$ cat src/rtl/instr_mem_writer.sv
// RV32I instruction encoder/loader: packs instruction fields into words and writes them sequentially to instruction memory.
// Optional INSTR_CHECK_EN rejects illegal classes and out-of-range immediates with a one-cycle err pulse.
`timescale 1ns/1ps
module instr_mem_writer #(
  parameter int unsigned           ADDR_W    = 8,
  parameter logic [ADDR_W-1:0]     BASE_ADDR = '0
) (
  input  logic              clk,
  input  logic              rst,
  input  logic              clr,
  input  logic              in_valid,
  output logic              in_ready,
  input  logic [2:0]        in_class,
  input  logic [4:0]        in_rd,
  input  logic [4:0]        in_rs1,
  input  logic [4:0]        in_rs2,
  input  logic [2:0]        in_funct3,
  input  logic [6:0]        in_funct7,
  input  logic [31:0]       in_imm,
  output logic              mem_we,
  output logic [ADDR_W-1:0] mem_addr,
  output logic [31:0]       mem_wdata,
  input  logic              mem_ready,
  output logic [ADDR_W:0]   count,
  output logic              full,
  output logic              err
);

  localparam logic [1:0] ST_IDLE  = 2'd0;
  localparam logic [1:0] ST_WRITE = 2'd1;
  localparam logic [1:0] ST_FULL  = 2'd2;

  localparam logic [ADDR_W-1:0] ADDR_ONE = {{(ADDR_W-1){1'b0}}, 1'b1};
  localparam logic [ADDR_W:0]   CNT_ONE  = {{ADDR_W{1'b0}}, 1'b1};

  logic [1:0]        r_state;
  logic              r_we;
  logic [ADDR_W-1:0] r_addr;
  logic [31:0]       r_wdata;
  logic [ADDR_W:0]   r_count;
  logic              r_err;

  logic [31:0]       w_word;
  logic              w_illegal;

  always_comb begin
    w_word = 32'h0000_0013;
    case (in_class)
      3'd0: w_word = {in_funct7, in_rs2, in_rs1, in_funct3, in_rd, 7'b0110011};
      3'd1: w_word = {in_imm[11:0], in_rs1, in_funct3, in_rd, 7'b0010011};
      3'd2: w_word = {in_imm[11:0], in_rs1, in_funct3, in_rd, 7'b0000011};
      3'd3: w_word = {in_imm[11:5], in_rs2, in_rs1, in_funct3, in_imm[4:0], 7'b0100011};
      3'd4: w_word = {in_imm[12], in_imm[10:5], in_rs2, in_rs1, in_funct3,
                      in_imm[4:1], in_imm[11], 7'b1100011};
      3'd5: w_word = {in_imm[20], in_imm[10:1], in_imm[11], in_imm[19:12], in_rd, 7'b1101111};
      default: w_word = 32'h0000_0013;
    endcase
  end

`ifdef INSTR_CHECK_EN
  logic signed [31:0] w_imm_s;
  assign w_imm_s = $signed(in_imm);

  always_comb begin
    w_illegal = 1'b0;
    case (in_class)
      3'd1, 3'd2, 3'd3:
        w_illegal = (w_imm_s < -32'sd2048) || (w_imm_s > 32'sd2047);
      3'd4:
        w_illegal = (w_imm_s < -32'sd4096) || (w_imm_s > 32'sd4094) || in_imm[0];
      3'd5:
        w_illegal = (w_imm_s < -32'sd1048576) || (w_imm_s > 32'sd1048574) || in_imm[0];
      3'd6, 3'd7:
        w_illegal = 1'b1;
      default:
        w_illegal = 1'b0;
    endcase
  end
`else
  logic w_unused_imm;
  assign w_unused_imm = ^in_imm[31:21];
  assign w_illegal    = 1'b0;
`endif

  assign in_ready  = (r_state == ST_IDLE) && !clr;
  assign mem_we    = r_we;
  assign mem_addr  = r_addr;
  assign mem_wdata = r_wdata;
  assign count     = r_count;
  assign full      = (r_state == ST_FULL);
  assign err       = r_err;

  always_ff @(posedge clk or posedge rst) begin
    if (rst) begin
      r_state <= ST_IDLE;
      r_we    <= 1'b0;
      r_addr  <= BASE_ADDR;
      r_wdata <= '0;
      r_count <= '0;
      r_err   <= 1'b0;
    end else begin
      r_err <= 1'b0;
      if (clr) begin
        // clr wins over a completing write, so an aborted word is never counted
        r_state <= ST_IDLE;
        r_we    <= 1'b0;
        r_addr  <= BASE_ADDR;
        r_count <= '0;
      end else begin
        case (r_state)
          ST_IDLE: begin
            if (in_valid) begin
              if (w_illegal) begin
                r_err <= 1'b1;
              end else begin
                r_wdata <= w_word;
                r_we    <= 1'b1;
                r_state <= ST_WRITE;
              end
            end
          end
          ST_WRITE: begin
            if (mem_ready) begin
              r_we    <= 1'b0;
              r_count <= r_count + CNT_ONE;
              if (r_addr == {ADDR_W{1'b1}}) begin
                r_state <= ST_FULL;
              end else begin
                r_addr  <= r_addr + ADDR_ONE;
                r_state <= ST_IDLE;
              end
            end
          end
          ST_FULL: r_state <= ST_FULL;
          default: r_state <= ST_IDLE;
        endcase
      end
    end
  end

endmodule
$ cat config.mk
export PLATFORM = sky130hd
export DESIGN_NAME = instr_mem_writer
export DESIGN_NICKNAME = d
export VERILOG_FILES = /design/src/rtl/instr_mem_writer.sv
export SDC_FILE = /design/constraint.sdc
export NUM_CORES = 1
export LEC_CHECK = 0
export ABC_AREA = 1
export CORE_ASPECT_RATIO = 0.7
export CORE_UTILIZATION = 48
export CTS_CLUSTER_DIAMETER = 60
export DETAILED_ROUTE_END_ITERATION = 6
export PLACE_DENSITY = 0.91
export SLEW_MARGIN = 20
export SYNTH_ARGS = -nofsm -noshare
export SYNTH_HDL_FRONTEND = slang
export SYNTH_SLANG_ARGS = --single-unit
$ cat constraint.sdc
create_clock -name clk -period 2.4 [get_ports clk]
set_clock_uncertainty 0.15 [all_clocks]
set_input_delay 0.36 -clock clk [delete_from_list [all_inputs] [get_ports clk]]
set_output_delay 0.36 -clock clk [all_outputs]
set_load 0.005 [all_outputs]
== Word level (Yosys, flattened, before mapping) ==
Index checks and enable logic that the tools add are counted.

* Output and inout bits: 53
* Input port bits: 65
* Register bits: 52

* Reduce and logical (&&, ||, !) cells: 12
* Add/sub/neg operators: 2
* Bitwise gates (word level): 1
* Eq/ne operators: 11
* Mux-type cells: 17

{| class="wikitable"
|+ Operators with widths
! kind !! number
|-
| $pmux 32 s6 || 1
|-
| $mux 8 || 4
|-
| $mux 9 || 3
|-
| $add 9x1->9 const B || 1
|-
| $reduce_and 3->1 || 3
|-
| $add 8x1->8 const B || 1
|-
| $eq 8x8->1 const B || 1
|-
| $mux 2 || 4
|-
| $eq 3x2->1 const B || 2
|-
| $eq 3x3->1 const B || 2
|-
| $ne 3x3->1 const B || 2
|-
| $pmux 2 s3 || 1
|-
| $reduce_and 2->1 || 2
|-
| $reduce_bool 2->1 || 2
|-
| $eq 3x1->1 const B || 1
|-
| $logic_not 3->1 || 1
|-
| $mux 1 || 3
|-
| $reduce_bool 3->1 || 1
|-
| $eq 2x1->1 const B || 1
|-
| $eq 2x2->1 const B || 1
|-
| $logic_not 2->1 || 1
|-
| $ne 2x2->1 const B || 1
|-
| $pmux 1 s2 || 1
|-
| $logic_and 1x1->1 || 1
|-
| 2 further kinds || 2
|}

== Logic depth before layout (Yosys ltp) ==
* Word-level depth: 5
* Depth in mapped cells: 9
* Gate-level depth less buffers: 8

== Least setup slack after synthesis ==
Ideal clock, no wire load.

* Path type: reg-to-reg
* From: register r_addr[0] (netlist: mem_addr[0])
* To: register r_addr[4] (netlist: mem_addr[4])
* Clock period less this slack: 1446 ps
* Path slack: 954 ps
* Stages on the path, launching flop included: 6
* Required time: 2124 ps
* Arrival: 1170 ps
* Setup time: 126 ps
* Cell sequence: dfrtp_1 -> ha_1 -> nand4_1 -> o21ai_2 -> buf_6 -> o21ai_0

* Cells in the longest elaborated chain, start to end: 5

{| class="wikitable"
|+ RTL lines
! item !! line !! text
|-
| start, declared || 38 || <nowiki>logic [ADDR_W-1:0] r_addr;</nowiki>
|-
| start signal, assigned || 129 || <nowiki>r_addr <= r_addr + ADDR_ONE;</nowiki>
|-
| $add 8x1->8 || 129 ||
|-
| $mux 8 || 126 || <nowiki>if (r_addr == {ADDR_W{1'b1}}) begin</nowiki>
|-
| $mux 8 || 123 || <nowiki>if (mem_ready) begin</nowiki>
|-
| $mux 8 || 110 || <nowiki>case (r_state)</nowiki>
|-
| $mux 8 || 103 || <nowiki>if (clr) begin</nowiki>
|}

Several ways; a longest one is shown, not always the timed one. The select of a mux whose other input is x is not followed.
A chain may end at the register's enable or synchronous reset.

== Final worst setup path ==
* From: input port clr
* To: output port in_ready

* Cells in the longest elaborated chain, start to end: 2

{| class="wikitable"
|+ RTL lines
! item !! line !! text
|-
| start, declared || 10 || <nowiki>input logic clr,</nowiki>
|-
| $logic_not 1->1 || 85 || <nowiki>assign in_ready = (r_state == ST_IDLE) && !clr;</nowiki>
|-
| $logic_and 1x1->1 || 85 ||
|-
| end, declared || 12 || <nowiki>output logic in_ready,</nowiki>
|}

Every way passes these cells.

==> metrics.md <==
| Metric | Value |
|---|---|
| Outcome | `finished clean` |
| Vias in the first global route | `2,869` |
| Cts bufs inserted | `5` |
| Initial Utilization | `0.515` |
| Worst Path Arrival | `1610 ps` |
| Clock Tree Buf Depth | `2` |
| Cell total after placement | `601` |
| Drt pass-1 iters | `4` |
| GRT overflow | `0` |
| Reg clk slew, reported paths | `90 ps` |
| Top layer in use | `met4` |
| Fin area | `4220 um2` |
| H-tree depth | `2` |
| Worst min-delay path class | `primary input to asynchronous set/reset pin` |
| IO Count | `118` |
| # Post-CTS Setup Buffers | `0` |
| First-pass GRT wire length | `13.4 mm` |
| RSZ-0062 raised after global routing | `no` |
| Min Clock Period, post-route | `2120 ps` |
| WHS | `284 ps` |
| Via count | `3,166` |
| Global Route Usage Sum | `0.253` |
| Tot Pwr | `2.22 mW` |
| Largest family of logic cells by synthesized area | `simple AND/OR/NAND/NOR gates` |
| Crit-path cells | `clkdlybuf4s50_1, nor2_2, clkdlybuf4s50_1` |
| Most used cell, CP | `clkdlybuf4s50_1` |
| Syn nets | `501` |
| Yosys Warn Count | `0` |
| Hold Vio Cnt, Final | `0` |
| Largest net degree at the start of global routing | `39` |
| Post-CTS sizing | `0` |
| Worst Path Max Fanout | `5` |
| Area grow syn2layout | `39.0%` |
| Mapped Area | `3040 um2` |
| Layout Cells excl Fill | `609` |
| CP delay by family, top | `buffers and inverters` |
| Drt wl/cell | `13.4 um` |
| Reg2Reg Depth | `6` |
| Setup violators final | `0` |
| Via/cell ratio | `5.20` |
| Total number of clock tree sinks | `50` |
| Simple-Gate Fraction of Synth Area | `0.391` |
| Nets | `600` |
| Met2 routed WL | `3.75 mm` |
| DRT Wirelength | `8.15 mm` |
| Crit path max-delay cell type | `clkdlybuf4s50_1` |
| Max Slew Vio Count | `0` |
| Max stage delay on crit path | `530 ps` |
| Reg2Reg Setup Slack | `610 ps` |
| Cell row count | `23` |
| Yosys cell types | `30` |
| Leakage | `2.04 nW` |
| Initial antenna violation count | `0` |
| Worst Max-Slew Pin Slew | `564 ps` |
| Max-cap violations | `0` |
| # fillers | `490` |
| Clock Root Buffer | `clkbuf_8` |
| CTS tree | `done` |
| Area of the multi-input gates | `1470 um2` |
| Wl on met1 | `3.70 mm` |
| Die H | `68.6 um` |
| Synth Area in Compound Gates | `0.0799` |
| Die Wd | `97.1 um` |
| DIE AREA | `6660 um2` |
| Final GP Congestion | `0.871` |
| R2R Path Start | `mem_addr[1]` |
| Post-Syn Area per Cell | `7.00 um2` |
| Mux share of post-synthesis cell area | `0` |
| Slew headroom | `0.624` |
| Worst Path Buf+Inv | `2` |
| Port Buffer Count | `105` |
| Sequential element share of the synthesized area | `0.412` |
| Post-route ant nets | `0` |
| Metal3 WL | `622 um` |
| Worst Path Class, Setup | `primary input to output port` |
| Clock Latency Late Sink | `290 ps` |
| CTS Hold Bufs | `0` |
| Antenna Cells | `0` |
| Element type at the critical path end | `output port` |
| Fraction of layout cells with a size suffix above 1 | `0.0637` |
| DRC | `0` |
| Critical Path RT | `1890 ps` |
| Type of origin of the critical path | `primary input` |
| Post-Synth Adder-Cell Area | `0.00824` |
| RR Endpoint | `mem_addr[3]` |
| Placement Cell Area | `4110 um2` |
| Reg area | `1250 um2` |
| Post-Syn Instances | `434` |
| Max VDD drop | `0.297 mV` |
| Post-DP HPWL | `6.04 mm` |
| Setup TNS | `0 ps` |
| Xor/xnor cell area share of the yosys netlist | `0.00288` |
| Tcrit/Tclk final | `0.885` |
| Iteration-0 DRC count of the detailed router | `159` |
| Highest Clock Rate | `471 MHz` |
| FF+latch count, synth | `50` |
| Core area | `5900 um2` |
| Power Density | `526 nW/um2` |
[flip-flops by register name (all words and copies together), names as in the netlist]
name,flops
count,9
mem_addr,8
mem_wdata,30
mem_we,1
r_state,2
[Yosys cell counts, drive strengths merged]
cell type,instances,area share
nand2,162,0.21
dfrtp,50,0.41
inv,44,0.055
nand3,42,0.075
nor2,38,0.053
o21ai,30,0.054
nand4,23,0.047
buf,20,0.047
a21oi,11,0.018
o21bai,3,0.0074
clkbuf,2,0.0025
ha,2,0.0082
nor3b,2,0.0049
conb,1,0.0012
nand3b,1,0.0025
nor3,1,0.0016
or2,1,0.0021
xor2,1,0.0029
[layout make-up]
class,instances,area share
well taps,75,0.0222
inverters,44,0.0397
multi-input cells,318,0.348
repair buffers,114,0.268
flip-flops and latches,50,0.296
clock buffers,6,0.0172
clock inverters,2,0.00889
[worst max path at each step]
| stage | cells past startpoint | to | slack, ps | startpoint |
|---|---|---|---|---|
| 6_report | 3 | in_ready | 280 | clr |
| 5_1_grt | 3 | in_ready | 230 | clr |
| 4_1_cts | 3 | in_ready | 280 | clr |
| 3_5_place_dp | 3 | in_ready | 280 | clr |
| 3_3_place_gp | 3 | in_ready | 280 | clr |
| 2_1_floorplan | 1 | count[0] | 690 | rst |
[cells in the final DEF (no fill, tap or decap), types with 2 or more instances in the layout]
cell / instances
a21oi_1: 11
buf_4: 8
clkbuf_8: 5
clkdlybuf4s50_1: 105
dfrtp_1: 50
ha_1: 2
inv_1: 39
inv_2: 4
nand2_1: 156
nand2_2: 6
nand3_1: 40
nand4_1: 23
nor2_1: 35
nor2_4: 2
nor3b_1: 2
o21ai_0: 25
o21ai_1: 3
o21bai_1: 3
[where the power goes]
part | total (mW) | switching [mW] | internal, mW | leakage [nW]
Sequential | 1.02 | 0.0713 | 0.944 | 0.651
Combinational | 0.621 | 0.275 | 0.346 | 1.34
Clock | 0.583 | 0.272 | 0.311 | 0.0514
Total | 2.22 | 0.618 | 1.60 | 2.04
[metrics by stage]
| step | util | setup slack, ps |
|---|---|---|
| 5_1_grt | 0.716 | 233 |
| 6_report | 0.716 | 275 |
| 4_1_cts | 0.716 | 278 |
| 3_5_place_dp | 0.697 | 280 |
| 3_3_place_gp | 0.697 | 283 |
| 2_1_floorplan | - | 689 |
[cell families (layout without fill, tap and decap cells)]
| group | Yosys count | count (layout) |
|---|---|---|
| DFF | 50 | 50 |
| other | 1 | 1 |
| xor gates and xnor gates | 1 | 1 |
| buffers and inverters | 66 | 166 |
| adders and majority gates | 2 | 2 |
| AOI/OAI and AO/OA | 44 | 44 |
| and+or+nand+nor | 270 | 270 |
[routing by layer]
metal,vias up,track usage
li1,1584,-
met1,1444,0.342
met2,130,0.429
met3,8,0.0464
met4,0,0.0672
met5,-,0
No activity file was read; power rests on OpenSTA's default activity.
